**config.mk**
```make
export PLATFORM = sky130hd
export DESIGN_NAME = fifo_uart_tx_flat
export DESIGN_NICKNAME = d
export VERILOG_FILES = /design/src/rtl/fifo_uart_tx_if.sv /design/src/rtl/fifo_uart_tx.sv /design/src/flat_wrapper.sv
export SDC_FILE = /design/constraint.sdc
export NUM_CORES = 1
export LEC_CHECK = 0
export ABC_AREA = 0
export CAP_MARGIN = 20
export CORE_UTILIZATION = 45
export DETAILED_ROUTE_END_ITERATION = 12
export PLACE_DENSITY = 0.74
export SYNTH_ARGS = -nofsm -noshare
export SYNTH_HDL_FRONTEND = slang
export SYNTH_SLANG_ARGS = --single-unit
```
**constraint.sdc**
```tcl
create_clock -name ck -period 2 [get_ports ck]
set_clock_uncertainty 0.15 [all_clocks]
set_input_delay 0.3 -clock ck [delete_from_list [all_inputs] [get_ports ck]]
set_output_delay 0.3 -clock ck [all_outputs]
set_load 0.01 [all_outputs]
```
**src/rtl/fifo_uart_tx_if.sv**
```systemverilog
// fifo_uart_tx_if: read-side handshake between the byte FIFO and its serial drain.
interface fifo_uart_tx_if;
   logic       Fempty;
   logic [7:0] Fdata;
   logic       Ren;
   modport master (input Fempty, input Fdata, output Ren);
   modport slave (output Fempty, output Fdata, input Ren);
endinterface

```
**src/rtl/fifo_uart_tx.sv**
```systemverilog
// fifo_uart_tx: drains the byte FIFO into async serial frames (start, 8 data LSB first, optional even parity, stop).
module fifo_uart_tx #(
   parameter int CLKS_PER_BIT = 16,
   parameter bit PARITY_EN    = 1'b0
) (
   input  logic                  ck,
   input  logic                  rst,
   input  logic                  en,
   fifo_uart_tx_if.master        fifo,
   output logic                  txd,
   output logic                  busy
);
   localparam int CW = $clog2(CLKS_PER_BIT);
   typedef enum logic [2:0] {IDLE, FETCH, LOAD, START, DATA, PAR, STOP} state_t;
   state_t        state, state_n;
   logic [CW-1:0] baud_cnt, baud_cnt_n;
   logic [2:0]    bit_cnt, bit_cnt_n;
   logic [7:0]    shreg, shreg_n;
   logic          par, par_n, txd_n, ren_n, bit_end;
   assign bit_end = baud_cnt == CW'(CLKS_PER_BIT - 1);
   assign busy = state != IDLE;
   always_ff @(posedge ck)
      if (!rst) begin
         state    <= IDLE;
         baud_cnt <= '0;
         bit_cnt  <= '0;
         shreg    <= '0;
         par      <= 1'b0;
         txd      <= 1'b1;
         fifo.Ren <= 1'b0;
      end else begin
         state    <= state_n;
         baud_cnt <= baud_cnt_n;
         bit_cnt  <= bit_cnt_n;
         shreg    <= shreg_n;
         par      <= par_n;
         txd      <= txd_n;
         fifo.Ren <= ren_n;
      end
   // txd is registered, so each state loads the level for the next bit at its boundary
   always_comb begin
      state_n    = state;
      baud_cnt_n = bit_end ? '0 : baud_cnt + CW'(1);
      bit_cnt_n  = bit_cnt;
      shreg_n    = shreg;
      par_n      = par;
      txd_n      = txd;
      ren_n      = 1'b0;
      case (state)
         IDLE: begin
            baud_cnt_n = '0;
            txd_n      = 1'b1;
            if (en && !fifo.Fempty) begin
               state_n = FETCH;
               ren_n   = 1'b1;
            end
         end
         FETCH: begin
            baud_cnt_n = '0;
            state_n    = LOAD;
         end
         LOAD: begin
            shreg_n    = fifo.Fdata;
            par_n      = ^fifo.Fdata;
            txd_n      = 1'b0;
            baud_cnt_n = '0;
            state_n    = START;
         end
         START:
            if (bit_end) begin
               txd_n     = shreg[0];
               bit_cnt_n = '0;
               state_n   = DATA;
            end
         DATA:
            if (bit_end) begin
               if (bit_cnt == 3'd7) begin
                  state_n = PARITY_EN ? PAR : STOP;
                  txd_n   = PARITY_EN ? par : 1'b1;
               end else begin
                  shreg_n   = shreg >> 1;
                  txd_n     = shreg[1];
                  bit_cnt_n = bit_cnt + 3'd1;
               end
            end
         PAR:
            if (bit_end) begin
               txd_n   = 1'b1;
               state_n = STOP;
            end
         STOP:
            if (bit_end) state_n = IDLE;
         default: state_n = IDLE;
      endcase
   end
endmodule

```
**src/flat_wrapper.sv**
```systemverilog
// flat-port wrapper written by rule: the top's interface ports become plain ports
module fifo_uart_tx_flat 
#(
   parameter int CLKS_PER_BIT = 16,
   parameter bit PARITY_EN    = 1'b0
)
  (ck, rst, en, txd, busy, fifo_Fempty, fifo_Fdata, fifo_Ren);
  fifo_uart_tx_if fifo_i ();
  input  logic ck;
  input  logic rst;
  input  logic en;
  output logic txd;
  output logic busy;
  input wire logic [$bits(fifo_i.Fempty)-1:0] fifo_Fempty;
  input wire logic [$bits(fifo_i.Fdata)-1:0] fifo_Fdata;
  output wire logic [$bits(fifo_i.Ren)-1:0] fifo_Ren;
  assign fifo_i.Fempty = fifo_Fempty;
  assign fifo_i.Fdata = fifo_Fdata;
  assign fifo_Ren = fifo_i.Ren;
  fifo_uart_tx #(.CLKS_PER_BIT(CLKS_PER_BIT), .PARITY_EN(PARITY_EN)) u_core (.ck(ck), .rst(rst), .en(en), .fifo(fifo_i), .txd(txd), .busy(busy));
endmodule
```
; ---- Word-level counts from Yosys, hierarchy flattened
; Cells that the tools add are included.
[totals]
input_bits = 12
reg_bits = 20
out_inout_bits = 3
[op_classes]
n_eq_ne = 15
addsub = 2
muxes = 19
bitwise = 1
n_reduce_logical = 13
[ops]
columns = cell, count
row1 = 2-to-1 mux 3 bit, 8
row2 = one-hot mux 3 bit (7 select lines), 1
row3 = 2-to-1 mux 8 bit, 2
row4 = one-hot mux 8 bit (2 select lines), 1
row5 = "== test 3 bit, second input constant", 4
row6 = "inequality test 2 x 1 -> 1 bit, second input constant", 6
row7 = AND reduction 4 bit, 2
row8 = "== test 3 x 2 -> 1 bit, second input constant", 2
row9 = one-hot mux 3 bit (2 select lines), 1
row10 = AND reduction 6 bit, 1
row11 = 2-to-1 mux 1 bit, 5
row12 = one-hot mux 1 bit (5 select lines), 1
row13 = nonzero test 5 bit, 1
row14 = OR reduction 5 bit, 1
row15 = "adder 4 x 1 -> 4 bit, second input constant", 1
row16 = "== test 4 bit, second input constant", 1
row17 = nonzero test 2 bit, 2
row18 = "adder 3 x 1 -> 3 bit, second input constant", 1
row19 = "== test 3 x 1 -> 1 bit, second input constant", 1
row20 = logical NOT 3 bit, 1
row21 = AND reduction 3 bit, 1
row22 = nonzero test 3 bit, 1
row23 = "inequality test 2 bit, second input constant", 1
row24 = AND reduction 2 bit, 1
row25 = other kinds (3), 3

; ---- Depth between registers and ports, before layout
[depth]
depth_word = 4
mapped_depth = 6
mapped_depth_nobuf = 6

; ---- Least setup slack after synthesis
; OpenSTA, ideal clock, no wires.
[synth_path]
kind = register to register
from = register u_core.bit_cnt[0]
to = register u_core.bit_cnt[0]
path_buffers = 0
setup_ps = 116
synth_period_minus_slack_ps = 1915
path_slack_ps = 85
required_ps = 1734
path_stages_with_launch = 7
t_arrival_ps = 1649
path_cell_list = dfxtp_1 -> ha_1 -> ha_1 -> or4b_1 -> a21oi_2 -> mux2i_1 -> nor2b_1
[synth_via]
elab_chain_cells = 4
word_cells_on_any_way = 7
[synth_lines]
columns = element, line
row1 = from (decl), fifo_uart_tx.sv:17  ; logic [2:0] bit_cnt, bit_cnt_n;
row2 = from (signal assigned), fifo_uart_tx.sv:34  ; bit_cnt <= bit_cnt_n;
row3 = adder 3 x 1 -> 3 bit, fifo_uart_tx.sv:83  ; bit_cnt_n = bit_cnt + 3'd1;
row4 = 2-to-1 mux 3 bit, fifo_uart_tx.sv:77  ; if (bit_cnt == 3'd7) begin
row5 = 2-to-1 mux 3 bit, fifo_uart_tx.sv:76  ; if (bit_end) begin
row6 = one-hot mux 3 bit (2 select lines), fifo_uart_tx.sv:49  ; case (state)
; Several ways; a longest one is shown, not always the timed one. The select of a mux whose other input is x is not followed.
; A chain may end at the register's enable or synchronous reset.

; ---- Worst setup path after layout
[layout_path]
from = register u_core.bit_cnt[1]
to = register u_core.bit_cnt[2]
; Same word-level chain as after synthesis.

==> run_results.csv <==
group,metric,value,unit
run_status,status,"completed",
route,viasPerCell,5.446,
sta,min_period,1.922,ns
clock_network,tritoncts,"done",
synth,synth.net_count,133,
pwr,leakage,0.4851,nW
global_route,grt_overflow_total,0,
worst_setup_path,cp_max_fo,3,
sta,fin_tns_setup,0,ns
floorplanning,ios,15,
worst_setup_path,critPathLaunchType,"flip-flop",
pwr,switching_share,0.2351,
global_route,grt_start_max_net_pins,28,
route,wirelength,2117,um
worst_setup_path,cp_data_arrival_time,1.96,ns
route,drt-wirelength-per-cell,12.75,um
pwr,p_int,0.0005491,W
finish,finalNonFillerCells,166,
sta,fmax,520.4,MHz
pwr,power,0.0007179,W
worst_setup_path,r2r_cells,6,
global_route,grtUsageTotal,0.1843,
route,drt_iter0_drc,15,
sta,rsz0062_at_grt,"false",
clock_network,clock-root-buffer,"clkbuf_4",
sta,tightest_slew,0.2619,ns
clock_network,hold_buffers,0,
place,io_buffers,14,
pwr,power.share.combinational,0.160,
place,post-dp-hpwl,1506,um
pwr,pwr-share-seq,0.592,
finish,antenna_cells,0,
clock_network,cts_sinks,20,
synth,ys_warn_count,0,
sta,hold_viol,0,
place,gp_congestion,0.8359,
global_route,antenna_found_initial,0,
global_route,busiest_layer,"met2",
synth,synth-seq-cells,20,
floorplanning,die_area,2521,um^2
finish,layout.filler_cells,180,
hold_path,hold_end,"u_core.baud_cnt[0]",
worst_setup_path,r2r-end,"u_core.bit_cnt[2]",
clock_network,cts_buffer_depth,2,
synth,synthCells,118,
finish,fin_nets,155,
hold_path,hold_start,"u_core.baud_cnt[0]",
global_route,grt_pass1_wl,3532,um
clock_network,cts_buffers,3,
clock_network,clk_pin_slew,0.11,ns
finish,multi_input_area,651.9,um^2
floorplanning,rows,17,
global_route,grt_use_met1,0.2316,
worst_setup_path,reg2reg_from,"u_core.bit_cnt[1]",
hold_path,worstHoldPathCells,1,
clock_network,htree_levels,1,
hold_path,hold_class,"reg -> reg",
sta,hold_slack,0.3076,ns
route,drc_errors,0,
finish,drive_gt1_frac,0.1739,
route,vias,904,
synth,syn_avg_cell_area,8.864,um^2
global_route,grt_pass1_vias,847,
pwr,vdd_drop_max,0.4343,mV
worst_setup_path,crit_type,"reg -> reg",
floorplanning,initial_utilization,0.4774,
place,dpl.cell_count,160,
sta,fin_ws,0.07831,ns
route,ant_nets,0,
sta,report.final.slew_viol_count,0,
finish,syn_to_final_growth,27.39,%
worst_setup_path,r2r_slack,0.08,ns
worst_setup_path,end_kind,"flip-flop",
sta,relSlewSlack,0.8229,
pwr,switching_power,0.0001688,W
route,first_pass_iters,3,
pwr,p_clk_frac,0.248,
finish,seqCellArea,405.4,um^2
global_route,grt_util_met2,0.3044,
worst_setup_path,cp.required,2.04,ns
synth,synth_area,1046,um^2
synth,ys_seq_area_frac,0.3828,
global_route,met3_usage,0.03636,
sta,fin_crit_sh,0.9608,
floorplanning,core_area,2191,um^2
floorplanning,dieHeight,50.21,um
synth,synth_cell_types,31,
floorplanning,die_w,50.21,um
run,cap_violations,0,
sta,setup_viol,0,
pwr,power.density,538.7,nW/um^2
clock_network,insertion_delay,0.29,ns
place,place_ws,-0.05356,ns
## repair_timing
action | in CTS | in global routing
setup buffers | 0 | 3
gates cloned | 0 | 0
endpoints found under the setup margin | 4 | 7
pin swaps | 1 | 3
resized for setup | 7 | 4
## critical path, cell delays in order (launching register included)
cell	delay, ns
dfxtp_2	0.35
ha_4	0.16
ha_4	0.16
or4b_4	0.53
a21oi_4	0.20
mux2i_1	0.21
nor2b_1	0.06
## metrics by stage
stage	utilization	instance area (um^2)
floorplan	-	1046
global placement	0.5694	1247
detailed placement	0.5694	1247
CTS	0.5871	1286
global route	0.6082	1333
finish	0.6082	1333
## cell type report
type / count / area share
multi-input combinational: 90 / 0.4892
clock buffer: 3 / 0.01690
timing repair buffer: 24 / 0.1606
inverter: 1 / 0.002817
tap: 28 / 0.02629
sequential: 20 / 0.3042
## cell usage in the layout, fill, tap and decap left out, types with 2 or more instances in the layout
master	Yosys	layout
a21oi_1	4	4
nand2_1	12	12
nor2b_1	6	6
dfxtp_2	0	4
a21oi_4	1	2
xor2_1	2	2
nand4_1	2	2
o211ai_1	8	8
ha_4	0	2
clkdlybuf4s50_1	0	13
nand3_1	2	2
o21ai_0	4	4
mux2i_1	10	10
nand3b_1	2	2
buf_4	0	10
nand2b_1	10	10
nor2_1	7	7
dfxtp_1	20	16
and3_1	4	4
clkbuf_4	0	3
## registers in the layout (all words and copies together), names as in the netlist
name             count
u_core.bit_cnt       3
u_core.baud_cnt      4
u_core.fifo.Ren      1
u_core.txd           1
u_core.state         3
u_core.shreg         8
## power by group through the flow
stage / registers (W) / clock network, W / logic, W
finish: 0.000425 / 0.000178 / 0.000115
global route: 0.000427 / 0.000201 / 0.000125
CTS: 0.000425 / 0.000189 / 0.000110
detailed placement: 0.000433 / 0 / 0.000111
global placement: 0.000433 / 0 / 0.000109
floorplan: 0.000431 / 0 / 0.0000636
## layer usage
metal,share of wire,routed length (um)
met5,0,0
met4,0.0066,14
met3,0.015,31
met2,0.48,1024
met1,0.49,1045
## how the worst max path moves through the flow
stage / endpoint / from / cells past startpoint / slack [ns]
floorplan: u_core.bit_cnt[0] / u_core.bit_cnt[0] / 6 / 0.08
global placement: u_core.bit_cnt[2] / u_core.bit_cnt[0] / 6 / 0.03
detailed placement: u_core.bit_cnt[1] / u_core.bit_cnt[0] / 6 / -0.05
CTS: u_core.bit_cnt[1] / u_core.bit_cnt[0] / 6 / 0.02
global route: u_core.bit_cnt[0] / u_core.bit_cnt[1] / 6 / 0.02
finish: u_core.bit_cnt[2] / u_core.bit_cnt[1] / 6 / 0.08
## cell usage after synthesis
master	n	area, um^2
and3_1	4	25.02
nand3_2	1	10.01
a21oi_2	1	8.760
nand3b_1	2	15.01
nand4b_1	1	8.760
o221ai_1	1	8.760
xor2_1	2	17.52
nand3_1	2	10.01
nor2_1	7	26.28
or3_1	1	6.260
a21oi_4	1	16.27
o211ai_1	8	60.06
or4b_1	1	10.01
nor3b_1	1	7.510
a31oi_1	1	6.260
o21ai_0	4	20.02
a21oi_1	4	20.02
clkbuf_1	7	26.28
nand2_1	12	45.04
a211oi_1	1	7.510
inv_1	1	3.750
nand2b_1	10	62.56
nor4b_1	1	8.760
dfxtp_1	20	400.4
nor2b_1	6	37.54
or3_4	1	11.26
a21o_1	1	7.510
o32ai_1	1	8.760
mux2i_1	10	100.1
nand4_1	2	12.51
ha_1	3	37.54
## kinds of logic after synthesis
| family | after synthesis | share of synthesized area |
|---|---|---|
| DFF | 20 | 0.3828 |
| AOI/OAI and AO/OA | 23 | 0.1567 |
| and+or+nand+nor | 52 | 0.2835 |
| muxes | 10 | 0.09570 |
| adders and majority gates | 3 | 0.03589 |
| xor gates and xnor gates | 2 | 0.01675 |
| buffers and inverters | 8 | 0.02871 |
Note: power is estimated with default switching activity, not from simulation.
